File: config.mk
export PLATFORM = sky130hd
export DESIGN_NAME = tpu_instr_dispatch_flat
export DESIGN_NICKNAME = d
export VERILOG_FILES = /design/src/rtl/tpu_instr_dispatch_if.sv /design/src/rtl/tpu_instr_dispatch.sv /design/src/flat_wrapper.sv
export SDC_FILE = /design/constraint.sdc
export NUM_CORES = 1
export LEC_CHECK = 0
export ABC_AREA = 1
export CAP_MARGIN = 20
export CORE_MARGIN = 1.5
export CORE_UTILIZATION = 43
export CTS_CLUSTER_DIAMETER = 50
export DETAILED_ROUTE_END_ITERATION = 10
export GPL_TIMING_DRIVEN = 0
export PLACE_DENSITY = 0.78
export SYNTH_ARGS = -nofsm -noshare
export SYNTH_HDL_FRONTEND = slang
export SYNTH_SLANG_ARGS = --single-unit
export TNS_END_PERCENT = 1
File: constraint.sdc
create_clock -name clock -period 2.2 [get_ports clock]
set_clock_uncertainty 0.1 [all_clocks]
set_input_delay 0.33 -clock clock [delete_from_list [all_inputs] [get_ports clock]]
set_output_delay 0.33 -clock clock [all_outputs]
set_load 0.01 [all_outputs]
File: src/rtl/tpu_instr_dispatch_if.sv
// Bundles the dispatcher's command, thread-memory and TPU instruction-port signals.
interface tpu_instr_dispatch_if #(
  parameter int unsigned WIDTH_INSTR = 32,
  parameter int unsigned WIDTH_ISSUE = 8,
  parameter int unsigned WIDTH_ADDR  = 10
);
  logic                   I_Start;
  logic [WIDTH_ADDR-1:0]  I_Base;
  logic [WIDTH_ADDR-1:0]  I_Length;
  logic [WIDTH_ISSUE-1:0] I_IssueNo;
  logic                   O_Ready;
  logic                   O_Mem_Re;
  logic [WIDTH_ADDR-1:0]  O_Mem_Addr;
  logic [WIDTH_INSTR-1:0] I_Mem_Data;
  logic                   I_En_Exe;
  logic                   O_Req;
  logic [WIDTH_ISSUE-1:0] O_IssueNo;
  logic [WIDTH_INSTR-1:0] O_Instr;
  logic                   I_Nack;
  logic                   I_Term;
  logic [WIDTH_ISSUE-1:0] I_Term_IssueNo;
  logic                   O_Done;
  logic                   O_Err;

  // Dispatcher side.
  modport master (
    input  I_Start, I_Base, I_Length, I_IssueNo, I_Mem_Data, I_En_Exe,
           I_Nack, I_Term, I_Term_IssueNo,
    output O_Ready, O_Mem_Re, O_Mem_Addr, O_Req, O_IssueNo, O_Instr,
           O_Done, O_Err
  );

  // MPU control, thread memory and TPU side.
  modport slave (
    output I_Start, I_Base, I_Length, I_IssueNo, I_Mem_Data, I_En_Exe,
           I_Nack, I_Term, I_Term_IssueNo,
    input  O_Ready, O_Mem_Re, O_Mem_Addr, O_Req, O_IssueNo, O_Instr,
           O_Done, O_Err
  );
endinterface

File: src/rtl/tpu_instr_dispatch.sv
// Streams a thread's instructions from MPU thread memory to one TPU, honouring
// Nack/enable back-pressure, then waits for the matching termination report.
module tpu_instr_dispatch #(
  parameter int unsigned WIDTH_INSTR = 32,
  parameter int unsigned WIDTH_ISSUE = 8,
  parameter int unsigned WIDTH_ADDR  = 10,
  parameter int unsigned TIMEOUT     = 4096
) (
  input  logic                  clock,
  input  logic                  reset,
  tpu_instr_dispatch_if.master  bus
);

  localparam int unsigned WIDTH_WAIT = (TIMEOUT > 1) ? $clog2(TIMEOUT + 1) : 1;
  localparam logic [WIDTH_WAIT-1:0] WAIT_LAST =
    (TIMEOUT == 0) ? '0 : WIDTH_WAIT'(TIMEOUT - 1);

  typedef enum logic [1:0] {IDLE, SEND, WAIT_TERM} state_e;

  state_e                 state, state_nxt;
  logic [WIDTH_ADDR-1:0]  base_q, len_q, sent_q;
  logic [WIDTH_ISSUE-1:0] issue_q;
  logic [WIDTH_INSTR-1:0] hold_q;
  logic                   rd_vld_q, hold_vld_q, done_q, err_q;
  logic [WIDTH_WAIT-1:0]  wait_q;

  logic                   pend_c, req_c, accept_c, start_c, timeout_c;
  logic                   mem_re_c, done_nxt, err_nxt;
  logic [WIDTH_ADDR-1:0]  mem_addr_c;
  logic [WIDTH_INSTR-1:0] instr_c;

  // State register.
  always_ff @(posedge clock) begin
    if (reset) state <= IDLE;
    else       state <= state_nxt;
  end

  // Next state, memory fetch and beat handshake.
  always_comb begin
    state_nxt  = state;
    mem_re_c   = 1'b0;
    mem_addr_c = '0;
    req_c      = 1'b0;
    accept_c   = 1'b0;
    start_c    = 1'b0;
    done_nxt   = 1'b0;
    err_nxt    = 1'b0;
    pend_c     = rd_vld_q | hold_vld_q;
    // Fresh read data goes straight out; otherwise replay the held word.
    instr_c    = rd_vld_q ? bus.I_Mem_Data : hold_q;
    timeout_c  = (TIMEOUT != 0) && (wait_q == WAIT_LAST);
    case (state)
      IDLE: begin
        if (bus.I_Start) begin
          if (bus.I_Length == '0) begin
            err_nxt = 1'b1;
          end else begin
            start_c    = 1'b1;
            mem_re_c   = 1'b1;
            mem_addr_c = bus.I_Base;
            state_nxt  = SEND;
          end
        end
      end
      SEND: begin
        req_c    = pend_c & bus.I_En_Exe;
        accept_c = req_c & ~bus.I_Nack;
        if (accept_c) begin
          if (sent_q + WIDTH_ADDR'(1) == len_q) begin
            state_nxt = WAIT_TERM;
          end else begin
            mem_re_c   = 1'b1;
            mem_addr_c = base_q + sent_q + WIDTH_ADDR'(1);
          end
        end
      end
      WAIT_TERM: begin
        if (bus.I_Term && (bus.I_Term_IssueNo == issue_q)) begin
          done_nxt  = 1'b1;
          state_nxt = IDLE;
        end else begin
          if (bus.I_Term) err_nxt = 1'b1;
          if (timeout_c) begin
            err_nxt   = 1'b1;
            state_nxt = IDLE;
          end
        end
      end
      default: state_nxt = IDLE;
    endcase
  end

  // Thread context, skid register and wait counter.
  always_ff @(posedge clock) begin
    if (reset) begin
      base_q     <= '0;
      len_q      <= '0;
      sent_q     <= '0;
      issue_q    <= '0;
      hold_q     <= '0;
      rd_vld_q   <= 1'b0;
      hold_vld_q <= 1'b0;
      done_q     <= 1'b0;
      err_q      <= 1'b0;
      wait_q     <= '0;
    end else begin
      rd_vld_q <= mem_re_c;
      done_q   <= done_nxt;
      err_q    <= err_nxt;
      if (start_c) begin
        base_q  <= bus.I_Base;
        len_q   <= bus.I_Length;
        issue_q <= bus.I_IssueNo;
        sent_q  <= '0;
      end else if (accept_c) begin
        sent_q <= sent_q + WIDTH_ADDR'(1);
      end
      if (rd_vld_q) hold_q <= bus.I_Mem_Data;
      hold_vld_q <= (state == SEND) ? (pend_c & ~accept_c) : 1'b0;
      wait_q     <= (state == WAIT_TERM) ? wait_q + WIDTH_WAIT'(1) : '0;
    end
  end

  assign bus.O_Ready    = (state == IDLE);
  assign bus.O_Mem_Re   = mem_re_c;
  assign bus.O_Mem_Addr = mem_addr_c;
  assign bus.O_Req      = req_c;
  assign bus.O_IssueNo  = issue_q;
  assign bus.O_Instr    = instr_c;
  assign bus.O_Done     = done_q;
  assign bus.O_Err      = err_q;

endmodule

File: src/flat_wrapper.sv
// flat-port wrapper written by rule: the top's interface ports become plain ports
module tpu_instr_dispatch_flat 
#(
  parameter int unsigned WIDTH_INSTR = 32,
  parameter int unsigned WIDTH_ISSUE = 8,
  parameter int unsigned WIDTH_ADDR  = 10,
  parameter int unsigned TIMEOUT     = 4096
)
  (clock, reset, bus_I_Start, bus_I_Base, bus_I_Length, bus_I_IssueNo, bus_I_Mem_Data, bus_I_En_Exe, bus_I_Nack, bus_I_Term, bus_I_Term_IssueNo, bus_O_Ready, bus_O_Mem_Re, bus_O_Mem_Addr, bus_O_Req, bus_O_IssueNo, bus_O_Instr, bus_O_Done, bus_O_Err);
  tpu_instr_dispatch_if #(.WIDTH_INSTR(WIDTH_INSTR), .WIDTH_ISSUE(WIDTH_ISSUE), .WIDTH_ADDR(WIDTH_ADDR)) bus_i ();
  input  logic clock;
  input  logic reset;
  input wire logic [$bits(bus_i.I_Start)-1:0] bus_I_Start;
  input wire logic [$bits(bus_i.I_Base)-1:0] bus_I_Base;
  input wire logic [$bits(bus_i.I_Length)-1:0] bus_I_Length;
  input wire logic [$bits(bus_i.I_IssueNo)-1:0] bus_I_IssueNo;
  input wire logic [$bits(bus_i.I_Mem_Data)-1:0] bus_I_Mem_Data;
  input wire logic [$bits(bus_i.I_En_Exe)-1:0] bus_I_En_Exe;
  input wire logic [$bits(bus_i.I_Nack)-1:0] bus_I_Nack;
  input wire logic [$bits(bus_i.I_Term)-1:0] bus_I_Term;
  input wire logic [$bits(bus_i.I_Term_IssueNo)-1:0] bus_I_Term_IssueNo;
  output wire logic [$bits(bus_i.O_Ready)-1:0] bus_O_Ready;
  output wire logic [$bits(bus_i.O_Mem_Re)-1:0] bus_O_Mem_Re;
  output wire logic [$bits(bus_i.O_Mem_Addr)-1:0] bus_O_Mem_Addr;
  output wire logic [$bits(bus_i.O_Req)-1:0] bus_O_Req;
  output wire logic [$bits(bus_i.O_IssueNo)-1:0] bus_O_IssueNo;
  output wire logic [$bits(bus_i.O_Instr)-1:0] bus_O_Instr;
  output wire logic [$bits(bus_i.O_Done)-1:0] bus_O_Done;
  output wire logic [$bits(bus_i.O_Err)-1:0] bus_O_Err;
  assign bus_i.I_Start = bus_I_Start;
  assign bus_i.I_Base = bus_I_Base;
  assign bus_i.I_Length = bus_I_Length;
  assign bus_i.I_IssueNo = bus_I_IssueNo;
  assign bus_i.I_Mem_Data = bus_I_Mem_Data;
  assign bus_i.I_En_Exe = bus_I_En_Exe;
  assign bus_i.I_Nack = bus_I_Nack;
  assign bus_i.I_Term = bus_I_Term;
  assign bus_i.I_Term_IssueNo = bus_I_Term_IssueNo;
  assign bus_O_Ready = bus_i.O_Ready;
  assign bus_O_Mem_Re = bus_i.O_Mem_Re;
  assign bus_O_Mem_Addr = bus_i.O_Mem_Addr;
  assign bus_O_Req = bus_i.O_Req;
  assign bus_O_IssueNo = bus_i.O_IssueNo;
  assign bus_O_Instr = bus_i.O_Instr;
  assign bus_O_Done = bus_i.O_Done;
  assign bus_O_Err = bus_i.O_Err;
  tpu_instr_dispatch #(.WIDTH_INSTR(WIDTH_INSTR), .WIDTH_ISSUE(WIDTH_ISSUE), .WIDTH_ADDR(WIDTH_ADDR), .TIMEOUT(TIMEOUT)) u_core (.clock(clock), .reset(reset), .bus(bus_i));
endmodule
==> results.md, run 1 <==
- Outcome: finished, violations left
- Num Clock Sinks: 89
- Synth area leaders: dfxtp_1 (39%), nand2_1 (16%), a21oi_1 (7.2%), nor2_1 (5.2%), inv_1 (5.1%)
- Pre-CTS setup slack: -0.874 ns
- DRC: 0
- YS warnings: 0
- Max-Cap Viols: 0
- I/O pin count: 129
- Die height: 105 um
- Grt ovf: 0
- Via density: 5.23
- Core area: 0.0102 sq mm
- Gpl congestion: 0.873
- Leakage: 3.02 nW
- Final core utilization: 66.0%
- GR Util All Layers: 24.2%
- EDFF count, synth: 0
- Drt first pass iters: 5
- Req. time, crit path: 2.40 ns
- Cells after Synth: 659
- Post-synth ARST share: 0%
- Vias in the first global route: 4858
- # diodes: 0
- Final #Nets: 920
- Fillcell total: 821
- Syn Std Cell Area: 0.00451 sq mm
- Post-DP HPWL: 9150 um
- Failing checks: setup timing
- Final setup vio count: 26
- Crit-path max FO: 5
- Sum Neg Setup Slack: -7.47 ns
- Crit path time final: 2.78 ns
- Post-synth top flop: dfxtp_1
- FF+latch area: 0.00180 sq mm
- Worst-Skew Late Latency: 0.35 ns
- Number of port buffers: 128
- Area occupied by multi-input gates: 0.00257 sq mm
- Fmax: 360 MHz
- Hold/Removal Path Class: reg -> reg
- CP Class: reg -> reg
- FF+latch count, synth: 89
- Reg clk slew, reported paths: 0.09 ns
- # rows: 37
- Post-Route WL: 13700 um
- Largest net degree at the start of global routing: 15
- CP Capture Type: flop
- Clk buf depth: 2
- Die area: 0.0111 sq mm
- Worst vdd ir: 0.481 mV
- Count of final max-slew check failures: 0
- Distinct cells, synth: 39
- Crit path launch type: flop
- Starting Density: 44.1%
- Detail Route Antenna Nets: 0
- RSZ-0062 raised after global routing: true
- Clock root cell: clkbuf_8
- Yosys top cell by area: dfxtp_1
- Synth cell count leaders: nand2_1 (198), dfxtp_1 (89), a21oi_1 (65)
- Post-place instance area: 0.00596 sq mm
- Syn nets: 745
- Fin worst setup slack: -0.581 ns
- Hold Vio Cnt, Final: 0
- H-tree depth: 3
- Area delta synth->final: 49.7%
- Post-synth top area share: 39.5%
- CP arrival: 2.98 ns
- Clock buffer count from CTS: 9
- Most frequent cell after synthesis: nand2_1
- Total power draw: 5.48 mW
- Post-CTS Hold Buffers: 0
- Post-DR wirelength/cell: 14.0 um
- Chip Width: 105 um
- Drt initial violations: 324
- Post-route cell area: 0.00676 sq mm
- Share of cells above drive strength 1: 17.3%
- Seq/Total Area, Yosys: 39.5%
- Relative slew slack: 57.8%
- Power per standard cell area: 811 mW/mm^2
- Avg Inst Size Synth: 6.85 sq um
- First-pass GRT wire length: 21900 um
- CTS tree: done
- Routed via count: 5095
- Initial antenna violation count: 0
- Period utilisation layout: 126%
- Worst Max-Slew Pin Slew: 0.633 ns
## per-stage QoR
step           hold slack (ns)  cells
2_1_floorplan            0.318    659
3_3_place_gp             0.327    923
3_5_place_dp             0.350    923
4_1_cts                  0.366    974
5_1_grt                  0.388    975
6_report                 0.363    975
## placed cells by master (no fill, tap or decap), types with 6 or more instances in the layout
cell type,Yosys,routed
nand2_1,198,191
clkdlybuf4s50_1,0,100
dfxtp_1,89,81
a21oi_1,65,61
inv_1,61,59
nor2_1,62,58
o21ai_0,43,42
buf_6,1,22
nand3_1,26,20
buf_2,4,14
buf_4,0,14
clkbuf_8,0,13
dlygate4sd2_1,0,12
nor3_1,11,11
nand2_2,7,10
xor2_1,9,8
o21ai_2,8,8
clkbuf_1,16,8
ha_1,11,8
nand3_2,1,7
nand4_1,6,6
## critical path, cell delays in order (launching register included)
cell and delay (ns):
dfxtp_2 0.40, nand2_2 0.15, nor2_4 0.21, nand3_2 0.13
nand2_2 0.10, nand2_1 0.09, buf_4 0.15, buf_4 0.12
buf_4 0.12, buf_6 0.11, buf_6 0.11, buf_6 0.10
buf_6 0.10, buf_6 0.11, buf_6 0.10, buf_6 0.10
buf_6 0.10, buf_6 0.11, buf_6 0.10, a21oi_2 0.11
## metal layers
layer	up-vias	wire length [um]	share of wire (%)	track usage [%]
met3	51	779	5.7	4.95
met1	2367	5670	41	28.2
met2	189	6760	49	41.7
li1	2488	-	-	-
met4	0	465	3.4	12.4
met5	-	0	0	0
## registers in the layout, indices dropped and copies added (netlist names)
signal	cells
u_core.bus.O_IssueNo	8
u_core.hold_vld_q	1
u_core.len_q	10
u_core.wait_q	13
u_core.state	2
u_core.base_q	10
u_core.bus.O_Done	1
u_core.sent_q	10
u_core.bus.O_Err	1
u_core.rd_vld_q	1
u_core.hold_q	32
## cell type report
class                   count  area share [%]
inverters                  63            3.54
well taps                 136            2.52
flip-flops and latches     89            26.6
plain buffers              21            1.91
repair buffers            165            23.8
clock inverters             5            1.52
multi-input cells         485            38.0
clock buffers              11            2.09
## power breakdown
part           internal (mW)  switching [mW]  total [mW]
Combinational          0.982            1.14        2.12
Clock                  0.785           0.581        1.37
Sequential              1.84           0.152        1.99
Total                   3.60            1.87        5.48
## worst paths after layout
check	to	slack [ns]	from	cells past startpoint
max	u_core.sent_q[9]	-0.58	u_core.sent_q[4]	19
min	u_core.wait_q[0]	0.36	u_core.wait_q[0]	1
max reg2reg	u_core.sent_q[9]	-0.58	u_core.sent_q[4]	19
min reg2reg	u_core.wait_q[0]	0.36	u_core.wait_q[0]	1
## cell families (layout without fill, tap and decap cells)
logic type | after synthesis | in the layout | share of synthesized area, %
buf+inv | 85 | 265 | 7.35
fa+ha+maj | 12 | 12 | 3.49
xor+xnor | 16 | 16 | 3.11
flops | 89 | 89 | 39.5
compound gates | 127 | 127 | 15.5
simple gates | 330 | 330 | 31.1
## what timing repair did
item                                    4_1_cts  5_1_grt
endpoints found under the hold margin         0        0
gates resized for setup                     126       38
pin swaps                                    20       20
buffers inserted                             35        5
gates cloned                                  1        0
endpoints found under the setup margin       43       41
Note: power is estimated with default switching activity, not from simulation.
==> run 2, diff against run 1 <==
--- a/config.mk
+++ b/config.mk
@@ -9,10 +9,13 @@
 export CAP_MARGIN = 20
 export CORE_MARGIN = 1.5
 export CORE_UTILIZATION = 43
+export CTS_BUF_LIST = sky130_fd_sc_hd__clkbuf_4 sky130_fd_sc_hd__clkbuf_8 sky130_fd_sc_hd__clkbuf_16
 export CTS_CLUSTER_DIAMETER = 50
+export CTS_CLUSTER_SIZE = 20
 export DETAILED_ROUTE_END_ITERATION = 10
 export GPL_TIMING_DRIVEN = 0
 export PLACE_DENSITY = 0.78
+export SLEW_MARGIN = 10
 export SYNTH_ARGS = -nofsm -noshare
 export SYNTH_HDL_FRONTEND = slang
 export SYNTH_SLANG_ARGS = --single-unit
==> run 2 against run 1 <==
  * The run still ends with setup timing left
  * Sequential share of layout area barely moved
  * Combinational power barely moved
  * Register-to-register slack barely moved
  * Clock power barely moved
  * Via count fell by 0.26%
  * Non-clock buffer count did not move
  * Die area did not move
  * Critical path depth did not move
  * Global-route usage did not move
  * Largest power group unchanged
  * Highest routed layer unchanged
==> results.md, run 2 (synthesis gave the netlist of run 1 again) <==
- Outcome: finished, violations left
- Failing checks: setup timing
- Final setup vio count: 27 (+3.8%)
- Drt initial violations: 317 (-2.2%)
- Combinational Power Share: 38.7% (about the same)
- CP Capture Type: flop
- Clk pwr share: 25.1% (+0.2 points)
- Worst Max-Slew Pin Slew: 0.640 ns (+0.00671 ns)
- Period utilisation layout: 127% (+0.29 points)
- Post-DR wirelength/cell: 14.0 um (+0.11%)
- CP Class: reg -> reg
- Most frequent cells in the layout: nand2_1 (191), clkdlybuf4s50_1 (101), dfxtp_1 (81)
- Post-DP HPWL: 9150 um (unchanged)
- Gpl congestion: 0.873 (unchanged)
- Max-Cap Viols: 0 (unchanged)
- Crit path time final: 2.79 ns (+0.00646 ns)
- Clock root cell: clkbuf_8
- Pint: 3.62 mW (+0.42%)
- Top flop regs: u_core.hold_q x32, u_core.wait_q x13
- RSZ-0062 raised after global routing: true
- # diodes: 0 (unchanged)
- Fmax: 359 MHz (-0.23%)
- Chip Width: 105 um (unchanged)
- Die height: 105 um (unchanged)
- DRC: 0 (unchanged)
- Leakage: 3.02 nW (about the same)
- Count of final max-slew check failures: 0 (unchanged)
- Non-Filler Instances: 975 (unchanged)
- Detail Route Antenna Nets: 0 (unchanged)
- Sum Neg Setup Slack: -7.39 ns (+0.0811 ns)
- Number of port buffers: 128 (unchanged)
- Max FFs per register: 32 (unchanged)
- Reg clk slew, reported paths: 0.09 ns (about the same)
- Drt first pass iters: 6 (+1)
- Fin worst setup slack: -0.588 ns (-0.00646 ns)
- Area delta synth->final: 49.8% (about the same)
- Core area: 0.0102 sq mm (unchanged)
- Crit-path max cell delay: 0.41 ns (about the same)
- Num Clock Sinks: 89 (unchanged)
- Commonest non-fill, non-tap cell in the layout: nand2_1
- Req. time, crit path: 2.40 ns (about the same)
- Routed via count: 5082 (-0.26%)
- Initial antenna violation count: 0 (unchanged)
- Grt ovf: 0 (unchanged)
- H-tree depth: 3 (unchanged)
- Clock buffer count from CTS: 9 (unchanged)
- Switching Share: 34.2% (-0.035 points)
- Total power draw: 5.50 mW (+0.37%)
- Via density: 5.21 (-0.26%)
- Final #Nets: 920 (unchanged)
- CP arrival: 2.99 ns (about the same)
- Worst-Skew Late Latency: 0.36 ns (about the same)
- I/O pin count: 129 (unchanged)
- Crit path launch type: flop
- Vias in the first global route: 4868 (+0.21%)
- # rows: 37 (unchanged)
- Crit-path max FO: 5 (unchanged)
- Power per standard cell area: 813 mW/mm^2 (+0.29%)
- Share of cells above drive strength 1: 17.4% (+0.12 points)
- Cell-by-cell listing of the critical path: nand2_2 -> nor2_4 -> nand3_2 -> nand2_2 -> nand2_1 -> buf_4 -> buf_4 -> buf_4 -> buf_6 -> buf_6 -> buf_6 -> buf_6 -> buf_6 -> buf_6 -> buf_6 -> buf_6 -> buf_6 -> buf_6 -> a21oi_2
- Hold/Removal Path Class: reg -> reg
- Slowest CP cell: dfxtp_2
- Relative slew slack: 57.3% (-0.45 points)
- Starting Density: 44.1% (unchanged)
- Clk buf depth: 2 (unchanged)
- Largest net degree at the start of global routing: 15 (unchanged)
- GR Util All Layers: 24.2% (unchanged)
- Worst vdd ir: 0.481 mV (about the same)
- Most common cell on crit path: buf_6
- Hold Vio Cnt, Final: 0 (unchanged)
- CTS tree: done
- Die area: 0.0111 sq mm (unchanged)
- Pre-CTS setup slack: -0.874 ns (unchanged)
- First-pass GRT wire length: 21900 um (about the same)
- Reg with most FFs: u_core.hold_q
- Placed cells: 923 (unchanged)
- Switch Pwr: 1.88 mW (+0.26%)
- Post-Route WL: 13700 um (+0.11%)
- Sequential power share: 36.2% (about the same)
-- run 2: cell types whose count changed in the layout (fill, tap and decap cells not counted) --
cell             delta
clkdlybuf4s50_1     +1
clkbuf_1            -1
dlygate4sd2_1       -1
clkbuf_4            +1
-- run 2: critical path, delay by kind of cell, from the launching register on --
family | cells | cell delay (ns)
flip-flops | 1 | 0.41
AND/OR/NAND/NOR | 5 | 0.68
buffers and inverters | 13 | 1.43
AO/OA/AOI/OAI | 1 | 0.11
-- run 2: power groups by stage --
stage / logic (mW) / clock network [mW] / registers [mW]
2_1_floorplan: 1.06 / 0 / 1.99
4_1_cts: 2.03 / 1.38 / 1.98
5_1_grt: 2.32 / 1.46 / 2.01
3_3_place_gp: 1.87 / 0 / 2.00
3_5_place_dp: 1.91 / 0 / 2.01
6_report: 2.13 / 1.38 / 1.99
-- run 2: path summary, 6_finish.rpt --
kind | start | to | slack (ns) | cells after the start
setup reg to reg | u_core.sent_q[3] | u_core.sent_q[9] | -0.59 | 19
hold reg to reg | u_core.wait_q[0] | u_core.wait_q[0] | 0.36 | 1
hold / removal | u_core.wait_q[0] | u_core.wait_q[0] | 0.36 | 1
setup / recovery | u_core.sent_q[3] | u_core.sent_q[9] | -0.59 | 19
-- run 2: final cells by class --
type                       count  area [sq um]
buffer                        21           129
clock buffer                  11           145
clock inverter                 5           103
fill                         825          3470
inverter                      63           239
multi-input combinational    485          2570
sequential                    89          1800
tap                          136           170
timing repair buffer         165          1610
-- run 2: what timing repair did --
| action | 4_1_cts | 5_1_grt |
|---|---|---|
| endpoints found under the setup margin | 43 | 42 |
| gates cloned | 1 | 0 |
| gates resized for setup | 125 | 38 |
| hold buffers | 0 | 0 |
| pin swaps | 20 | 20 |
| buffers inserted | 35 | 5 |
-- run 2: per-layer routing --
metal  vias to the layer above  share of wire (%)  global-route usage (%)
met2                       202                 49                    41.6
met5                         -                  0                       0
li1                       2484                  -                       -
met4                         0                3.4                    12.5
met1                      2344                 41                    28.2
met3                        52                5.9                    5.07
-- run 2: metrics by stage --
step	hold slack, ns	area (sq um)	util (%)
2_1_floorplan	0.318	4510	-
3_5_place_dp	0.350	5960	58.3
6_report	0.363	6760	66.1
4_1_cts	0.366	6690	65.4
5_1_grt	0.388	6760	66.1
3_3_place_gp	0.327	5960	58.3
==> run 3, diff against run 2 <==
--- a/config.mk
+++ b/config.mk
@@ -11,7 +11,7 @@
 export CORE_UTILIZATION = 43
 export CTS_BUF_LIST = sky130_fd_sc_hd__clkbuf_4 sky130_fd_sc_hd__clkbuf_8 sky130_fd_sc_hd__clkbuf_16
 export CTS_CLUSTER_DIAMETER = 50
-export CTS_CLUSTER_SIZE = 20
+export CTS_CLUSTER_SIZE = 28
 export DETAILED_ROUTE_END_ITERATION = 10
 export GPL_TIMING_DRIVEN = 0
 export PLACE_DENSITY = 0.78
==> results of run 3 <==
Same layout as run 2: the final DEF is identical, and so are final timing and power.
==> variant (flow settings as in run 3) <==
Reset style: asynchronous (`reset`), changed in 2 clocked blocks.
--- a/src/rtl/tpu_instr_dispatch.sv
+++ b/src/rtl/tpu_instr_dispatch.sv
@@ -30,7 +30,7 @@
   logic [WIDTH_INSTR-1:0] instr_c;
 
   // State register.
-  always_ff @(posedge clock) begin
+  always_ff @(posedge clock or posedge reset) begin
     if (reset) state <= IDLE;
     else       state <= state_nxt;
   end
@@ -91,7 +91,7 @@
   end
 
   // Thread context, skid register and wait counter.
-  always_ff @(posedge clock) begin
+  always_ff @(posedge clock or posedge reset) begin
     if (reset) begin
       base_q     <= '0;
       len_q      <= '0;
Formal check against the unedited RTL: differs if reset is asserted again (counterexample within 4 cycles, from zero or initial values and one cycle with reset high); with reset held inactive, the same outputs for 4 cycles.
==> variant against run 3 <==
The run still ends with setup timing left. Register-to-register slack improved by 0.75 ns. Design area down 0.67%. Worst setup slack worse by 0.16 ns. Sequential cell count is the same. Routed wire length shrank 4.5%. Synthesized area is 3.7% higher. First-iteration DRC count shrank 20%. Total power up 11%. Largest cell class unchanged. Largest power group unchanged. Highest routed layer unchanged.
==> variant: results (changes against run 3) <==
run_status: "finished with violations"  # unchanged
violations: "setup timing"  # unchanged
grt_pass1_vias: 4567  # was 4868
syn_nets: 626  # was 745
swShare_pct: 34.2  # about the same
nets: 786  # was 920
place_congestion: 0.901  # was 0.873
track_usage_pct: 23.9  # was 24.2%
tightestPinTransition_ns: 0.596  # was 0.640 ns
yosysUniqueCellTypes: 39  # unchanged
worstPathMaxFanout: 8  # was 5
nFillCells: 906  # was 825
synth_area_leaders: "dfrtp_1 48%, nand2_1 12%, mux2_2 7.7%"  # was dfxtp_1 39%, nand2_1 16%, a21oi_1 7.2%
fin_cells: 841  # was 975
critPathSlowestCell: "dfrtp_2"  # was dfxtp_2
crit_family: "simple AND/OR/NAND/NOR gates"  # was buffers and inverters
p_int_mw: 4.03  # was 3.62 mW
hold_class: "in2async"  # was reg2reg
worst_slack_ns: -0.747  # was -0.588 ns
drt_iter0_markers: 253  # was 317
vias: 4346  # was 5082
leakagePower_nw: 3.19  # was 3.02 nW
hpwl_um: 9450  # was 9150 um
synth-compound-area-share_pct: 6.33  # was 15.5%
synth_ff_type: "dfrtp_1"  # was dfxtp_1
vdd_ir_drop_max_uv: 692  # was 481 uV
grt_max_degree: 32  # was 15
netlist_instances: 540  # was 659
synth-xor-area-share_pct: 2.43  # was 3.11%
placed_cells_incl_taps: 807  # was 923
first_pass_iters: 5  # was 6
setup_viol: 11  # was 27
wl_um: 13100  # was 13700 um
synthAdderAreaFrac_pct: 3.37  # was 3.49%
largestRegisters: "u_core.hold_q (32), u_core.wait_q (13)"  # unchanged
worstPathArrival_ns: 2.52  # was 2.99 ns
synthMuxAreaShare_pct: 7.70  # was 0%
grt_pass1_wl_um: 21300  # was 21900 um
place_area_um2: 6200  # was 5960 um2
ys_async_sr_fraction_pct: 100  # was 0%
drive_above_1_share_pct: 20.3  # was 17.4%
synth_common_cells: "147 x nand2_1, 89 x dfrtp_1, 59 x inv_1, 35 x nor2_1"  # was 198 x nand2_1, 89 x dfxtp_1, 65 x a21oi_1, 62 x nor2_1, 61 x inv_1
==> variant: metal layers <==
layer	global-route usage [%]	vias to the layer above	share of wire (%)
met5	0	-	0
met4	12.3	0	3.1
met3	5.51	30	7.6
met2	40.5	178	50
met1	28.2	2062	39
li1	-	2076	-
==> variant: cell type report <==
class	count	area share [%]
clock buffer	11	2.16
inverter	61	3.50
sequential	89	33.2
tap	136	2.53
multi-input combinational	379	34.6
timing repair buffer	148	21.2
buffer	12	1.47
clock inverter	5	1.29
==> variant: path summary, 6_finish.rpt <==
| check | startpoint | end | slack [ns] | depth (start not counted) |
|---|---|---|---|---|
| max in group asynchronous | reset | u_core.hold_q[24]$_DFF_PP0_ | 1.16 | 4 |
| worst min-delay path | reset | u_core.bus.O_IssueNo[7]$_DFFE_PP0P_ | 0.17 | 2 |
| min in group clock | u_core.wait_q[0]$_DFF_PP0_ | u_core.wait_q[0]$_DFF_PP0_ | 0.37 | 1 |
| worst max register to register | u_core.sent_q[0]$_DFFE_PP0P_ | u_core.state[0]$_DFFE_PP0P_ | 0.16 | 11 |
| worst max-delay path | u_core.sent_q[0]$_DFFE_PP0P_ | bus_O_Mem_Addr[0] | -0.75 | 13 |
| worst min register to register | u_core.wait_q[0]$_DFF_PP0_ | u_core.wait_q[0]$_DFF_PP0_ | 0.37 | 1 |
==> variant: logic make-up (layout without fill, tap and decap cells) <==
logic type                 after synthesis  after routing
buffers and inverters                   73            237
AOI/OAI and AO/OA                       54             54
adders and majority gates               12             12
muxes                                   32             32
xor gates and xnor gates                13             13
and+or+nand+nor                        267            268
DFF                                     89             89
==> variant: power by group through the flow <==
stage | Sequential [mW] | Combinational [mW] | Clock [mW]
after floorplan | 2.21 | 1.37 | 0
after global placement | 2.25 | 2.36 | 0
after CTS | 2.25 | 2.54 | 1.33
after global routing | 2.30 | 2.79 | 1.40
after detailed placement | 2.27 | 2.44 | 0
final | 2.25 | 2.56 | 1.31
==> variant: what timing repair did <==
action | in CTS | in global routing
setup buffers | 17 | 0
hold endpoints to repair | 0 | 0
endpoints found under the setup margin | 41 | 18
pin swaps | 23 | 5
cloned | 1 | 0
gates resized for setup | 122 | 9
==> variant: metrics by stage <==
stage,setup TNS (ns),setup slack (ns),utilization (%)
final,-7.44,-0.747,64.2
after global routing,-8.91,-0.878,64.2
after CTS,-6.86,-0.689,63.9
after detailed placement,-10.49,-1.07,59.3
after global placement,-29.43,-1.03,58.7
after floorplan,-0.133,-0.0813,-
